[src/rtl/freq_scan_pkg.sv]
// Shared types and constants for the round-robin frequency scan controller.
package freq_scan_pkg;

    localparam int unsigned NUM_CH   = 4;
    localparam int unsigned FREQ_W   = 20;
    localparam int unsigned CNT_W    = 21;
    localparam logic [FREQ_W-1:0] FREQ_MAX = 20'hFFFFF;

    typedef enum logic [2:0] {
        IDLE,
        NEXT,
        SELECT,
        GATE,
        STORE
    } state_t;

endpackage

[src/rtl/freq_gate_counter.sv]
// Edge detector, gate timer and saturating edge counter shared by all scan channels.
module freq_gate_counter
    import freq_scan_pkg::*;
#(
    parameter int unsigned GATE_CYCLES = 20_000_000
) (
    input  logic             clk,
    input  logic             rst,
    input  logic             clear,
    input  logic             run,
    input  logic             sig,
    output logic             done,
    output logic [CNT_W-1:0] count
);

    localparam int unsigned TW = $clog2(GATE_CYCLES + 1);
    localparam logic [TW-1:0] TIMER_LAST = TW'(GATE_CYCLES - 1);

    logic             sig_d_q, sig_d_d;
    logic [TW-1:0]    timer_q, timer_d;
    logic [CNT_W-1:0] count_q, count_d;
    logic             rise;

    always_comb begin
        sig_d_d = sig;
        rise    = sig & ~sig_d_q;
        timer_d = timer_q;
        count_d = count_q;
        if (clear) begin
            timer_d = '0;
            count_d = '0;
        end else if (run) begin
            timer_d = timer_q + 1'b1;
            if (rise && (count_q != {CNT_W{1'b1}})) begin
                count_d = count_q + 1'b1;
            end
        end
    end

    always_ff @(posedge clk) begin
        if (rst) begin
            sig_d_q <= 1'b0;
            timer_q <= '0;
            count_q <= '0;
        end else begin
            sig_d_q <= sig_d_d;
            timer_q <= timer_d;
            count_q <= count_d;
        end
    end

    // Last gate cycle: the final edge of the window still lands in count_q for STORE.
    assign done  = run && (timer_q == TIMER_LAST);
    assign count = count_q;

endmodule

[src/rtl/freq_scan_ctrl.sv]
// Round-robin frequency measurement across four pulse inputs with one shared gate counter.
module freq_scan_ctrl
    import freq_scan_pkg::*;
#(
    parameter int unsigned CLK_FREQ      = 20_000_000,
    parameter int unsigned GATE_CYCLES   = 20_000_000,
    parameter int unsigned SETTLE_CYCLES = 4
) (
    input  logic          clk,
    input  logic          rst,
    input  logic          scan_en,
    input  logic [3:0]    chan_en,
    input  logic          pulse_sig_1,
    input  logic          pulse_sig_2,
    input  logic          pulse_sig_3,
    input  logic          pulse_sig_4,
    output logic [19:0]   freq_out_1,
    output logic [19:0]   freq_out_2,
    output logic [19:0]   freq_out_3,
    output logic [19:0]   freq_out_4,
    output logic [3:0]    freq_vld,
    output logic [3:0]    freq_ovf,
    output logic          busy,
    output logic [1:0]    cur_chan
);

    localparam int unsigned SCALE = CLK_FREQ / GATE_CYCLES;
    localparam int unsigned SW    = $clog2(SETTLE_CYCLES);
    localparam logic [SW-1:0] SETTLE_LAST = SW'(SETTLE_CYCLES - 1);
    localparam int unsigned PW    = CNT_W + 32;

    logic [NUM_CH-1:0] sync1_q, sync2_q;
    state_t            state_q, state_d;
    logic [1:0]        cur_chan_q, cur_chan_d;
    logic [1:0]        last_chan_q, last_chan_d;
    logic [SW-1:0]     settle_q, settle_d;
    logic [FREQ_W-1:0] freq_q [NUM_CH];
    logic [FREQ_W-1:0] freq_d [NUM_CH];
    logic [NUM_CH-1:0] vld_q, vld_d;
    logic [NUM_CH-1:0] ovf_q, ovf_d;
    logic              busy_q, busy_d;

    logic              sel;
    logic              clear;
    logic              run;
    logic              gate_done;
    logic [CNT_W-1:0]  count;
    logic [PW-1:0]     product;
    logic              sat;
    logic [1:0]        next_chan;
    logic [1:0]        idx;
    logic              found;

    assign sel = sync2_q[cur_chan_q];

    freq_gate_counter #(
        .GATE_CYCLES (GATE_CYCLES)
    ) u_gate (
        .clk   (clk),
        .rst   (rst),
        .clear (clear),
        .run   (run),
        .sig   (sel),
        .done  (gate_done),
        .count (count)
    );

    assign product = PW'(count) * PW'(SCALE);
    assign sat     = product > PW'(FREQ_MAX);

    // Search starts one past last_chan so a lone enabled channel wraps back onto itself.
    always_comb begin
        next_chan = last_chan_q;
        found     = 1'b0;
        idx       = '0;
        for (int i = 1; i <= int'(NUM_CH); i++) begin
            idx = last_chan_q + 2'(i);
            if (!found && chan_en[idx]) begin
                next_chan = idx;
                found     = 1'b1;
            end
        end
    end

    always_comb begin
        state_d     = state_q;
        cur_chan_d  = cur_chan_q;
        last_chan_d = last_chan_q;
        settle_d    = settle_q;
        freq_d      = freq_q;
        ovf_d       = ovf_q;
        vld_d       = '0;
        clear       = 1'b0;
        run         = 1'b0;
        case (state_q)
            IDLE: begin
                if (scan_en && |chan_en) state_d = NEXT;
            end
            NEXT: begin
                if (!scan_en || !found) begin
                    state_d = IDLE;
                end else begin
                    cur_chan_d = next_chan;
                    settle_d   = '0;
                    state_d    = SELECT;
                end
            end
            SELECT: begin
                clear = 1'b1;
                if (!chan_en[cur_chan_q]) begin
                    state_d     = NEXT;
                    last_chan_d = cur_chan_q;
                end else if (settle_q == SETTLE_LAST) begin
                    state_d = GATE;
                end else begin
                    settle_d = settle_q + 1'b1;
                end
            end
            GATE: begin
                run = 1'b1;
                if (!chan_en[cur_chan_q]) begin
                    state_d     = NEXT;
                    last_chan_d = cur_chan_q;
                end else if (gate_done) begin
                    state_d = STORE;
                end
            end
            STORE: begin
                freq_d[cur_chan_q] = sat ? FREQ_MAX : product[FREQ_W-1:0];
                ovf_d[cur_chan_q]  = sat;
                vld_d[cur_chan_q]  = 1'b1;
                last_chan_d        = cur_chan_q;
                state_d            = NEXT;
            end
            default: state_d = IDLE;
        endcase
        busy_d = (state_d != IDLE);
    end

    always_ff @(posedge clk) begin
        if (rst) begin
            sync1_q     <= '0;
            sync2_q     <= '0;
            state_q     <= IDLE;
            cur_chan_q  <= 2'd0;
            last_chan_q <= 2'd3;
            settle_q    <= '0;
            for (int i = 0; i < int'(NUM_CH); i++) freq_q[i] <= '0;
            vld_q       <= '0;
            ovf_q       <= '0;
            busy_q      <= 1'b0;
        end else begin
            sync1_q     <= {pulse_sig_4, pulse_sig_3, pulse_sig_2, pulse_sig_1};
            sync2_q     <= sync1_q;
            state_q     <= state_d;
            cur_chan_q  <= cur_chan_d;
            last_chan_q <= last_chan_d;
            settle_q    <= settle_d;
            freq_q      <= freq_d;
            vld_q       <= vld_d;
            ovf_q       <= ovf_d;
            busy_q      <= busy_d;
        end
    end

    assign freq_out_1 = freq_q[0];
    assign freq_out_2 = freq_q[1];
    assign freq_out_3 = freq_q[2];
    assign freq_out_4 = freq_q[3];
    assign freq_vld   = vld_q;
    assign freq_ovf   = ovf_q;
    assign busy       = busy_q;
    assign cur_chan   = cur_chan_q;

endmodule

[config.mk]
export PLATFORM = sky130hd
export DESIGN_NAME = freq_scan_ctrl
export DESIGN_NICKNAME = d
export VERILOG_FILES = /design/src/rtl/freq_scan_pkg.sv /design/src/rtl/freq_gate_counter.sv /design/src/rtl/freq_scan_ctrl.sv
export SDC_FILE = /design/constraint.sdc
export NUM_CORES = 1
export LEC_CHECK = 0
export CAP_MARGIN = 20
export CORE_ASPECT_RATIO = 0.5
export CORE_MARGIN = 1.5
export CORE_UTILIZATION = 50
export CTS_CLUSTER_DIAMETER = 100
export DETAILED_ROUTE_END_ITERATION = 8
export DONT_BUFFER_PORTS = 1
export PLACE_DENSITY_LB_ADDON = 0.25
export SYNTH_ARGS = -nofsm -noshare
export SYNTH_HDL_FRONTEND = slang
export SYNTH_SLANG_ARGS = --single-unit
[constraint.sdc]
create_clock -name clk -period 5.1 [get_ports clk]
set_input_delay 0.765 -clock clk [delete_from_list [all_inputs] [get_ports clk]]
set_output_delay 0.765 -clock clk [all_outputs]
set_load 0.05 [all_outputs]
After elaboration in Yosys (flattened, before gate mapping)

Index checks and enable logic that the tools add are counted.
Widths: inputs -> output; s select.

Register bits: 153
Input port bits: 11
Output and inout bits: 91
Word-level logic and storage cells: 115

Add/sub/neg operators: 6
Order comparisons: 9
Eq/ne operators: 11
Muxes and demuxes: 42
Bitwise logic cells: 5
Reduce and logical (&&, ||, !) cells: 26

Operators with widths:

| kind                  | number |
|---|---|
| $bwmux 80             | 1 |
| $demux 20 s2          | 1 |
| $mux 20               | 2 |
| $add 25x1->25 const B | 1 |
| $eq 25x25->1 const B  | 1 |
| $add 21x1->21 const B | 1 |
| $gt 21x20->1 const B  | 1 |
| $ne 21x21->1 const B  | 1 |
| $mux 2                | 9 |
| $lt 2x3->1 const B    | 5 |
| $mux 3                | 5 |
| $pmux 3 s5            | 1 |
| $mux 1                | 13 |
| $bmux 1 s2            | 6 |
| $logic_and 1x1->1     | 8 |
| $ne 2x2->1 const B    | 4 |
| $pmux 2 s2            | 2 |
| $eq 3x2->1 const B    | 2 |
| $reduce_and 2->1      | 3 |
| $reduce_or 2->1       | 3 |
| $logic_not 1->1       | 5 |
| $add 2x1->2 const B   | 2 |
| $add 2x2->2 const B   | 2 |
| $bwmux 4              | 1 |
| other kinds (16)      | 19 |

Depth between registers and ports, before layout

Gate-level depths: netlist of the first run.

Depth after elaboration: 18
Gate-level depth with buffers: 7

Hierarchy

From an unflattened synthesis of the first run, not the netlist that was laid out.

Cells, all modules: 695
Area total of the unflattened synthesis: 6,359.8 µm²

Modules (own cells, without submodules):

| module            | instances | cells each | area an instance (µm²) | sequential area each (µm²) |
|---|---|---|---|---|
| freq_scan_ctrl    | 1         | 417        | 3,931.3                | 2,122.0 |
| freq_gate_counter | 1         | 278        | 2,428.6                | 940.9 |

Worst setup path before layout of the first run

Ideal clock, no wire load.

Kind: register to register
Start point: reg cur_chan_q[1], in the netlist cur_chan[1]
End point: reg settle_q[0]
Arrival: 2.086 ns
Slack: 2.949 ns
Cell stages (with the launch flop): 7
Period minus slack after synthesis: 2.151 ns
Cell sequence: dfxtp_1 > buf_4 > mux4_1 > nand2_1 > or3_1 > mux2_2 > nor2_1

Word-level cells in the longest chain between the ends: 4

RTL lines:

| item                         | RTL line              | RTL |
|---|---|---|
| start: declaration           | freq_scan_ctrl.sv:34  | `logic [1:0] cur_chan_q, cur_chan_d;` |
| start signal: assignment     | freq_scan_ctrl.sv:156 | `cur_chan_q <= cur_chan_d;` |
| $bmux 1 s2                   | freq_scan_ctrl.sv:110 | `if (!chan_en[cur_chan_q]) begin` |
| $mux 1 (implied by the code) | freq_scan_ctrl.sv:110 |  |
| $ne 2x2->1 (no line)         | -                     |  |
| $reduce_and 4->1 (no line)   | -                     |  |
| end signal: assignment       | freq_scan_ctrl.sv:158 | `settle_q <= settle_d;` |
| end: declaration             | freq_scan_ctrl.sv:36  | `logic [SW-1:0] settle_q, settle_d;` |

Every way passes these cells. The select of a mux whose other input is x is not followed.
A chain may end at the register's enable or synchronous reset.

Final worst setup path of the first run

Start point: reg cur_chan_q[0], in the netlist cur_chan[0]
End point: reg u_gate.count_q[9], in the netlist u_gate.count[9]

Word-level cells in the longest chain between the ends: 5

RTL lines:

| item                         | RTL line                | RTL |
|---|---|---|
| $bmux 1 s2                   | freq_scan_ctrl.sv:54    | `assign sel = sync2_q[cur_chan_q];` |
| $mux 1 (implied by the code) | freq_scan_ctrl.sv:54    |  |
| $and 1x1->1                  | freq_gate_counter.sv:26 | `rise = sig & ~sig_d_q;` |
| $logic_and 1x1->1            | freq_gate_counter.sv:34 | `if (rise && (count_q != {CNT_W{1'b1}})) begin` |
| $reduce_and 2->1 (no line)   | -                       |  |
| end signal: assignment       | freq_gate_counter.sv:48 | `count_q <= count_d;` |
| end: declaration             | freq_gate_counter.sv:21 | `logic [CNT_W-1:0] count_q, count_d;` |

Every way passes these cells. The select of a mux whose other input is x is not followed.

==> metrics, run 1 <==
status=completed; # DRC=0; Hold Crit Class=primary input to flip-flop; RSZ-0062 raised after global routing=false; first-pass GRT wire length=20910 um; Final Power=2.418 mW; YS warnings=0; mean post-synth cell area=9.089 sq um; Nets=662; P_leak=2.193 nW; Final Non-Filler Cells=826; Syn-to-layout area delta=10.42%; CTS buffer count=17; DIE WIDTH=158.7 um; initial drt markers=450; r2r setup slk=2600 ps; Clk Latency, worst-skew pair=420 ps; GR Overflow Total=0; # fillers=1058; layout cells sized above 1=0.07867; Cell Pwr Density=361.3 nW/um^2; clk_skew=10.71 ps; antenna cells=0; vias in the first global route=3883; # clock sinks=roughly 150; Global Route Usage Sum=0.2083; Flop pwr share=0.502; Post-synth top flop=dfxtp_1; post-synthesis xor/xnor area fraction=0.05346; FP Rows=28; Post-Syn Area=around 6100 sq um; Final Critical Period=2496 ps; initial antenna violation count=0; commonest non-fill, non-tap cell in the layout=nor2_1; CTS Root Cell=clkbuf_16; Synth Register Bits=153; Post-CTS Setup Inserts=0; register area share after synthesis=0.5053; adder-cell share of the synthesized area=0.006192; largest family of logic cells by synthesized area=simple AND/OR/NAND/NOR gates; core area=11810 sq um; Worst Path Max Fanout=12; count of input and output buffers=0; Starting Density=0.5135; FFs w/ async S/R, synth=0; Critical Path RT=5460 ps; CP Launch Point=cur_chan[0]$_SDFFE_PP0P_; clock transition at the registers of the reported paths=60 ps; detailed placement HPWL=approximately 8500 um; EDFF count, synth=0; Final Hold Vio Count=0; H-tree depth=4; Die Area=12830 sq um; MaxCap Viol Count=0; Max Freq=400.7 MHz; Slew Limit Fails=0; final wirelength=~13000 um; switching pwr=0.5561 mW; routed len/inst=15.76 um; Synth Area in Simple Gates=0.2402; final setup fails=0; syn nets=681; CP endpoint kind=flip-flop; period utilization=0.4893; Worst Tran Pin Value=965.9 ps; hold buffers post-CTS=0; Compound-Gate Fraction of Synth Area=0.1437; clk buf depth=2; P_int=1.862 mW; critical path arrival=between 2000 and 3000 ps; Worst R2R Start=cur_chan[0]$_SDFFE_PP0P_; GPL Wtd Cong=0.8397; most frequent cells in the layout=nor2_1 (159), dfxtp_1 (153), a211oi_1 (86), nand2_1 (26), xor2_1 (22); CP endpoint=u_gate.count[9]$_SDFFE_PP0P_; Clock Power Share=0.483; num ports=102; Yosys cell types=49; Logic pwr share=0.015; vias per std cell=5.501; DR vias=4544; Net Sw Frac=0.2300; Pre-antenna DRT Iters=4; RR Endpoint=u_gate.count[9]$_SDFFE_PP0P_; Critical Path Start Type=flip-flop; Cell Count Post-Placement=roughly 790; final core occ=0.5670; R2R cell count=5; critical path class=flip-flop to flip-flop; ANT nets after route=0; die height=80.86 um; relative slew slack=0.3552; mux contribution to synthesized area=0.01651; Fin Setup TNS=0 ps; Max VDD drop=~0.28 mV; largest net degree at the start of global routing=114; Mapped Cells=667; Resize count post-CTS=0; clock tree from TritonCTS=built
-- how the worst min path moves through the flow --
stage                                     start                             end  slack (ps)  cells past startpoint
after floorplan           sync1_q[0]$_SDFF_PP0_           sync2_q[0]$_SDFF_PP0_         410                      1
after global placement    sync1_q[2]$_SDFF_PP0_           sync2_q[2]$_SDFF_PP0_         430                      1
after detailed placement  sync1_q[1]$_SDFF_PP0_           sync2_q[1]$_SDFF_PP0_         430                      1
after CTS                                   rst           sync1_q[3]$_SDFF_PP0_         410                      1
after global routing                        rst           sync2_q[2]$_SDFF_PP0_         390                      1
final                                       rst  u_gate.timer_q[1]$_SDFFE_PP0P_         410                      1
-- cell usage after synthesis, drive strengths merged, types with 3 or more instances --
master  count  share of area
xnor2      15          0.022
a211oi     86           0.11
clkbuf     36          0.022
mux2i       4         0.0066
buf         7         0.0087
nor2      159          0.098
nand3      17          0.014
nor3       14          0.017
a21oi      17          0.014
inv         6         0.0037
nand2      26          0.016
ha          3         0.0062
nand4b      3         0.0043
dfxtp     153           0.51
xor2       22          0.032
nand2b      5         0.0052
o21ai       6         0.0050
a21o        3         0.0037
nor4        7         0.0097
nand4      21          0.025
and4        5         0.0074
nor2b      17          0.018
or4         3         0.0037
and3        8         0.0083
-- power by group through the flow --
stage | sequential (mW) | combinational [mW] | clock (mW)
2_1_floorplan | 1.24 | 0.0457 | 0
3_3_place_gp | 1.24 | 0.0349 | 0
3_5_place_dp | 1.24 | 0.0352 | 0
4_1_cts | 1.21 | 0.0354 | 1.19
5_1_grt | 1.21 | 0.0396 | 1.24
6_report | 1.21 | 0.0352 | 1.17
-- per-stage QoR --
step	cell area [sq um]	worst slack, ps	hold WS (ps)
floorplan	6062	2949	413.8
global placement	6143	2661	426.7
detailed placement	6143	2609	428.0
CTS	6694	2596	407.8
global route	6694	2499	390.2
finish	6694	2604	413.6
-- per-layer routing --
| metal | GRT usage | wire (um) | vias up |
|---|---|---|---|
| met4 | 0.08476 | 119 | 0 |
| met5 | 0 | 0 | - |
| li1 | - | - | 2329 |
| met1 | 0.2960 | 6374 | 2100 |
| met2 | 0.2868 | 5469 | 107 |
| met3 | 0.06997 | 1055 | 8 |
-- cell type report --
class                           count  area (sq um)  share of cell area
Clock inverter                     14         111.4             0.01664
Inverter                            6         22.52            0.003364
Sequential cell                   153          3063              0.4576
Clock buffer                       18         439.2             0.06561
Tap cell                          165         206.4             0.03084
Timing Repair Buffer                5         37.54            0.005607
Multi-Input combinational cell    465          2814              0.4204
-- flip-flops by register name (all words and copies together), names as in the netlist, 2 cells and up --
name / count
cur_chan: 2
freq_out_1: 20
freq_out_2: 20
freq_out_3: 20
freq_out_4: 20
freq_ovf: 4
freq_vld: 4
last_chan_q: 2
settle_q: 2
state_q: 3
sync1_q: 4
sync2_q: 4
u_gate.count: 21
u_gate.timer_q: 25
-- worst max-delay path: stages, from the launching register on --
cell and delay, ps:
dfxtp_1 960, mux4_2 580, nand2_1 140, a21o_1 220, or4_1 470, nand2_1 70
-- cells by family after synthesis --
kind of cell | Yosys count
AOI/OAI and AO/OA | 123
muxes | 7
and+or+nand+nor | 295
xor gates and xnor gates | 37
DFF | 153
buffers and inverters | 49
adders and majority gates | 3
Note: power is estimated with default switching activity, not from simulation.
==> run 2, diff against run 1 <==
==> constraint.sdc (replaced) <==
create_clock -name clk -period 2 [get_ports clk]
set_input_delay 0.3 -clock clk [delete_from_list [all_inputs] [get_ports clk]]
set_output_delay 0.3 -clock clk [all_outputs]
set_load 0.05 [all_outputs]
==> metrics, run 2 (same netlist as run 1, synthesis figures left out) <==
FP Rows=28 (unchanged); detailed placement HPWL=9022 um (was 8534 um); Fin Setup TNS=0 ps (unchanged); clock transition at the registers of the reported paths=60 ps (about the same); final setup fails=0 (unchanged); Final Hold Vio Count=6 (was 0); ANT nets after route=0 (unchanged); Setup WS pre-CTS=-145.5 ps (was 2609 ps); H-tree depth=4 (unchanged); clk_skew=8.667 ps (was 10.71 ps); initial drt markers=406 (was 450); switching pwr=1.440 mW (was 0.5561 mW); CP endpoint kind=flip-flop (unchanged); count of input and output buffers=0 (unchanged); Slew Limit Fails=0 (unchanged); largest net degree at the start of global routing=114 (unchanged); Logic pwr share=0.020 (was 0.015); first-pass GRT wire length=22150 um (was 20910 um); num ports=102 (unchanged); Final Critical Period=1987 ps (was 2496 ps); relative slew slack=0.6040 (was 0.3552); GR Overflow Total=0 (unchanged); most frequent cells in the layout=nor2_1 (159), dfxtp_1 (150), a211oi_1 (86), nand2_1 (26), xor2_1 (22) (was nor2_1 (159), dfxtp_1 (153), a211oi_1 (86), nand2_1 (26), xor2_1 (22)); Hold Crit Class=primary input to flip-flop (unchanged); Cell Pwr Density=885.8 nW/um^2 (was 361.3 nW/um^2); P_leak=2.374 nW (was 2.193 nW); DR vias=4767 (was 4544); Max VDD drop=0.4138 mV (was 0.2794 mV); final wirelength=13870 um (was 13020 um); Starting Density=0.5135 (unchanged); # fillers=1008 (was 1058); Clk Latency, worst-skew pair=420 ps (about the same); clk buf depth=2 (unchanged); Cell Count Post-Placement=810 (was 794); Critical Path Start Type=flip-flop (unchanged); Max Freq=503.3 MHz (was 400.7 MHz); vias per std cell=5.569 (was 5.501); MaxCap Viol Count=0 (unchanged); Worst Tran Pin Value=593.1 ps (was 965.9 ps); design area=7014 sq um (was 6694 sq um); vias in the first global route=4316 (was 3883); antenna cells=0 (unchanged); die height=80.86 um (unchanged); Clock Power Share=0.482 (was 0.483); commonest non-fill, non-tap cell in the layout=nor2_1 (unchanged); routed len/inst=16.20 um (was 15.76 um); P_int=4.773 mW (was 1.862 mW); CTS buffer count=17 (unchanged); Flop pwr share=0.497 (was 0.502); # DRC=0 (unchanged); Final Power=6.213 mW (was 2.418 mW); GPL Wtd Cong=0.8258 (was 0.8397); clock tree from TritonCTS=built (unchanged); Critical Path RT=2290 ps (was 5460 ps); CTS Root Cell=clkbuf_16 (unchanged); DP Area=6315 sq um (was 6143 sq um); critical path arrival=2280 ps (was 2860 ps); Biggest register=u_gate.timer_q (unchanged); Syn-to-layout area delta=15.71% (was 10.42%); Die Area=12830 sq um (unchanged); Global Route Usage Sum=0.2172 (was 0.2083); critical path class=flip-flop to flip-flop (unchanged); Final Non-Filler Cells=856 (was 826); period utilization=0.9934 (was 0.4893); final core occ=0.5941 (was 0.5670); Worst Path Max Fanout=7 (was 12); flip-flop count of the largest register after layout=25 (unchanged); initial antenna violation count=0 (unchanged); failing checks=hold timing; # clock sinks=153 (unchanged); final hold slack=-43.55 ps (was 413.6 ps); layout cells sized above 1=0.1071 (was 0.07867); Pre-antenna DRT Iters=4 (unchanged); final worst setup slack=13.25 ps (was 2604 ps); area of the multi-input gates=2816 sq um (was 2814 sq um); Nets=692 (was 662); Net Sw Frac=0.2318 (was 0.2300); Reg area=3069 sq um (was 3063 sq um); status=finished, violations left (was completed); DIE WIDTH=158.7 um (unchanged); core area=11810 sq um (unchanged)
-- run 2: power groups by stage --
stage / combinational [mW] / clock [mW] / sequential, mW
2_1_floorplan: 0.117 / 0 / 3.15
3_3_place_gp: 0.107 / 0 / 3.16
3_5_place_dp: 0.109 / 0 / 3.16
4_1_cts: 0.120 / 3.04 / 3.09
5_1_grt: 0.138 / 3.15 / 3.09
6_report: 0.126 / 3.00 / 3.09
-- run 2: critical path: stages (launching register included) --
cell           delay, ps
dfxtp_4              450
mux4_2               640
nor2b_1              190
dlygate4sd3_1        570
-- run 2: area by class of cell --
class / instances / area share
inverters: 6 / 0.003211
flip-flops and latches: 153 / 0.4376
clock buffers: 18 / 0.06261
clock inverters: 14 / 0.01677
repair buffers: 35 / 0.04888
well taps: 165 / 0.02943
multi-input cells: 465 / 0.4015
-- run 2: repair_timing --
item / 4_1_cts / 5_1_grt
hold buffers: 11 / 1
endpoints found under the setup margin: 17 / 9
buffers inserted: 0 / 2
resized for setup: 1 / 3
hold endpoints to repair: 104 / 89
-- run 2: final timing paths --
| check | start | cells past startpoint | slack, ps | end |
|---|---|---|---|---|
| max | cur_chan[0]$_SDFFE_PP0P_ | 3 | 10 | u_gate.sig_d_q$_SDFF_PP0_ |
| min | rst | 1 | -40 | settle_q[0]$_SDFFE_PP0P_ |
| max reg2reg | cur_chan[0]$_SDFFE_PP0P_ | 3 | 10 | u_gate.sig_d_q$_SDFF_PP0_ |
| min reg2reg | u_gate.timer_q[21]$_SDFFE_PP0P_ | 2 | 520 | u_gate.timer_q[21]$_SDFFE_PP0P_ |
-- run 2: metal layers --
metal	share of wire	global-route usage	routed length (um)	vias to the layer above
li1	-	-	-	2385
met1	0.50	0.2989	6870	2255
met2	0.43	0.3254	5934	110
met3	0.062	0.06639	863	17
met4	0.014	0.07143	198	0
met5	0	0	0	-
==> run 3, diff against run 2 <==
--- a/config.mk
+++ b/config.mk
@@ -5,7 +5,7 @@
 export SDC_FILE = /design/constraint.sdc
 export NUM_CORES = 1
 export LEC_CHECK = 0
-export CAP_MARGIN = 20
+export ABC_AREA = 1
 export CORE_ASPECT_RATIO = 0.5
 export CORE_MARGIN = 1.5
 export CORE_UTILIZATION = 50
==> metrics, run 3 <==
count of input and output buffers=0 (unchanged); critical path class=flip-flop to flip-flop (unchanged); most frequent cells in the layout=nand2_1 (277), inv_1 (157), nor2_1 (154), dfxtp_1 (153), nand3_1 (107) (was nor2_1 (159), dfxtp_1 (150), a211oi_1 (86), nand2_1 (26), xor2_1 (22)); design area=8351 sq um (was 7014 sq um); vias in the first global route=5968 (was 4316); Synth top area share=0.4153 (was 0.5053); detailed placement HPWL=13140 um (was 9022 um); Setup WS pre-CTS=175.8 ps (was -145.5 ps); Syn-to-layout area delta=13.23% (was 15.71%); YS warnings=0 (unchanged); Mapped Cells=1092 (was 667); FFs w/ async S/R, synth=0 (unchanged); MaxCap Viol Count=0 (unchanged); Post-synth top flop=dfxtp_1 (unchanged); CTS buffer count=17 (unchanged); Yosys cell types=35 (was 49); routed len/inst=14.70 um (was 16.20 um); Synth Register Bits=153 (unchanged); clk_skew=9.221 ps (was 8.667 ps); most common cell in the netlist=nand2_1 (was nor2_1); status=completed (was finished, violations left); period utilization=0.9313 (was 0.9934); Biggest register=u_gate.timer_q (unchanged); largest family of logic cells by synthesized area=simple AND/OR/NAND/NOR gates (unchanged); commonest non-fill, non-tap cell in the layout=nand2_1 (was nor2_1); FP Rows=31 (was 28); # DRC=0 (unchanged); clock tree from TritonCTS=built (unchanged); post-synthesis xor/xnor area fraction=0.01663 (was 0.05346); Critical Path Start Type=flip-flop (unchanged); Max VDD drop=0.5341 mV (was 0.4138 mV); Global Route Usage Sum=0.2532 (was 0.2172); die height=88.88 um (was 80.86 um); GR Overflow Total=0 (unchanged); final core occ=0.5787 (was 0.5941); Compound-Gate Fraction of Synth Area=0.09908 (was 0.1437); Clk Latency, worst-skew pair=430 ps (was 420 ps); Worst Path Max Fanout=41 (was 7); Starting Density=0.5111 (was 0.5135); Pre-antenna DRT Iters=5 (was 4); antenna cells=0 (unchanged); Hold Path Stages=3 (was 1); vias per std cell=5.093 (was 5.569); Hold Crit Class=primary input to flip-flop (unchanged); Cell Count Post-Placement=1274 (was 810); DP Area=7610 sq um (was 6315 sq um); Slew Limit Fails=0 (unchanged); Net Sw Frac=0.2272 (was 0.2318); Post-synth top cells=nand2_1 (278), inv_1 (157), nor2_1 (156) (was nor2_1 (159), dfxtp_1 (153), a211oi_1 (86)); P_leak=3.821 nW (was 2.374 nW); initial antenna violation count=0 (unchanged); layout cells sized above 1=0.09481 (was 0.1071); Clock Power Share=0.519 (was 0.482); r2r setup slk=140 ps (was 10 ps); clock transition at the registers of the reported paths=70 ps (was 60 ps); Final Hold Vio Count=0 (was 6); CTS Root Cell=clkbuf_16 (unchanged); R2R cell count=11 (was 3); register area share after synthesis=0.4153 (was 0.5053); clk buf depth=2 (unchanged); largest net degree at the start of global routing=49 (was 114); Post-Syn Area=7375 sq um (was 6062 sq um); critical path arrival=2190 ps (was 2280 ps); Worst R2R Start=u_gate.count[0]$_SDFFE_PP0P_ (was cur_chan[0]$_SDFFE_PP0P_); switching pwr=1.554 mW (was 1.440 mW); ANT nets after route=0 (unchanged); Flop pwr share=0.452 (was 0.497); DR vias=6702 (was 4767); mean post-synth cell area=6.753 sq um (was 9.089 sq um); flip-flop count of the largest register after layout=25 (unchanged); # clock sinks=153 (unchanged); final setup fails=0 (unchanged); Final Non-Filler Cells=1316 (was 856); hold endpoint=freq_out_2[11]$_SDFFE_PP0P_ (was settle_q[0]$_SDFFE_PP0P_); initial drt markers=485 (was 406); Hold Crit Start=rst (unchanged); GPL Wtd Cong=0.9353 (was 0.8258); relative slew slack=0.4465 (was 0.6040); syn nets=1106 (was 681); synth top area cells=dfxtp_1 (42%), nand2_1 (14%), inv_1 (8.0%), nor2_1 (7.9%), nand3_1 (7.3%) (was dfxtp_1 (51%), a211oi_1 (11%), nor2_1 (9.8%), xor2_1 (3.2%), clkbuf_1 (2.2%)); first-pass GRT wire length=30540 um (was 22150 um); biggest area consumer among synthesized cells=dfxtp_1 (unchanged); num ports=102 (unchanged); Max Freq=536.9 MHz (was 503.3 MHz); CP endpoint kind=flip-flop (unchanged); core area=14430 sq um (was 11810 sq um); P_int=5.285 mW (was 4.773 mW); RSZ-0062 raised after global routing=true; DIE WIDTH=174.8 um (was 158.7 um); final wirelength=19340 um (was 13870 um); Nets=1119 (was 692); RR Endpoint=freq_out_3[18]$_SDFFE_PP0P_ (was u_gate.sig_d_q$_SDFF_PP0_); Worst Tran Pin Value=827.6 ps (was 593.1 ps); adder-cell share of the synthesized area=0.005090 (was 0.006192); Critical Path RT=2330 ps (was 2290 ps); Synth Area in Simple Gates=0.3459 (was 0.2402); final worst setup slack=137.4 ps (was 13.25 ps); EDFF count, synth=0 (unchanged); Final Critical Period=1863 ps (was 1987 ps); Die Area=15530 sq um (was 12830 sq um); Final Power=6.839 mW (was 6.213 mW); mux contribution to synthesized area=0 (was 0.01651); H-tree depth=4 (unchanged); Cell Pwr Density=819.0 nW/um^2 (was 885.8 nW/um^2); Logic pwr share=0.030 (was 0.020)
[run 3: logic make-up after synthesis]
| logic type | count (synthesis) |
|---|---|
| XOR/XNOR | 14 |
| AND/OR/NAND/NOR | 597 |
| adder cells (fa/ha/maj) | 3 |
| flip-flops | 153 |
| buffers and inverters | 203 |
| AO/OA/AOI/OAI | 122 |
[run 3: stage by stage]
step / hold slack (ps) / setup TNS [ps]
floorplan: 388.3 / 0
detailed placement: 388.3 / 0
finish: 14.13 / 0
CTS: 7.402 / 0
global route: 14.67 / -15.55
global placement: 388.0 / 0
[run 3: cell type report]
| type | count | area, sq um |
|---|---|---|
| Inverter | 161 | 609.3 |
| Sequential cell | 153 | 3063 |
| Clock buffer | 18 | 439.2 |
| Multi-Input combinational cell | 736 | 3450 |
| Fill cell | 1401 | 6078 |
| Clock inverter | 14 | 206.4 |
| Timing Repair Buffer | 36 | 335.3 |
| Tap cell | 198 | 247.7 |
[run 3: power by group through the flow]
stage	Clock [mW]	Sequential, mW	Combinational [mW]
3_3_place_gp	0	3.16	0.177
2_1_floorplan	0	3.16	0.149
3_5_place_dp	0	3.16	0.181
4_1_cts	3.58	3.09	0.199
5_1_grt	3.72	3.09	0.228
6_report	3.55	3.09	0.203
[run 3: per-layer routing]
metal / GRT usage / vias up / part of all wire
met2: 0.4051 / 160 / 0.45
li1: - / 3435 / -
met1: 0.3303 / 3082 / 0.46
met4: 0.08469 / 0 / 0.016
met5: 0 / - / 0
met3: 0.07646 / 25 / 0.077
[run 3: worst max-delay path, stage by stage, from the launching register on]
cell and delay [ps]:
dfxtp_1 390, ha_1 200, nand3_2 120, inv_1 80
nand2_1 130, nor3_4 170, nand3_2 110, nand2_4 130
buf_12 210, nand3_1 110, nand2_1 80, inv_1 40
[run 3: what timing repair did]
action | in CTS | in global routing
hold buffers | 6 | 0
setup endpoints to repair | 0 | 11
endpoints found under the hold margin | 19 | 0
buffers inserted | 0 | 4
resized for setup | 0 | 3
[run 3: worst max-delay path by stage]
stage,startpoint,to,slack (ps),cells after the start
6_report,u_gate.count[0]$_SDFFE_PP0P_,freq_out_3[18]$_SDFFE_PP0P_,140,11
5_1_grt,u_gate.count[0]$_SDFFE_PP0P_,u_gate.count[15]$_SDFFE_PP0P_,-10,10
4_1_cts,u_gate.count[0]$_SDFFE_PP0P_,freq_out_3[18]$_SDFFE_PP0P_,150,11
3_5_place_dp,u_gate.count[0]$_SDFFE_PP0P_,u_gate.count[15]$_SDFFE_PP0P_,180,10
3_3_place_gp,u_gate.count[0]$_SDFFE_PP0P_,freq_out_2[11]$_SDFFE_PP0P_,210,11
2_1_floorplan,cur_chan[0]$_SDFFE_PP0P_,u_gate.count[19]$_SDFFE_PP0P_,180,11
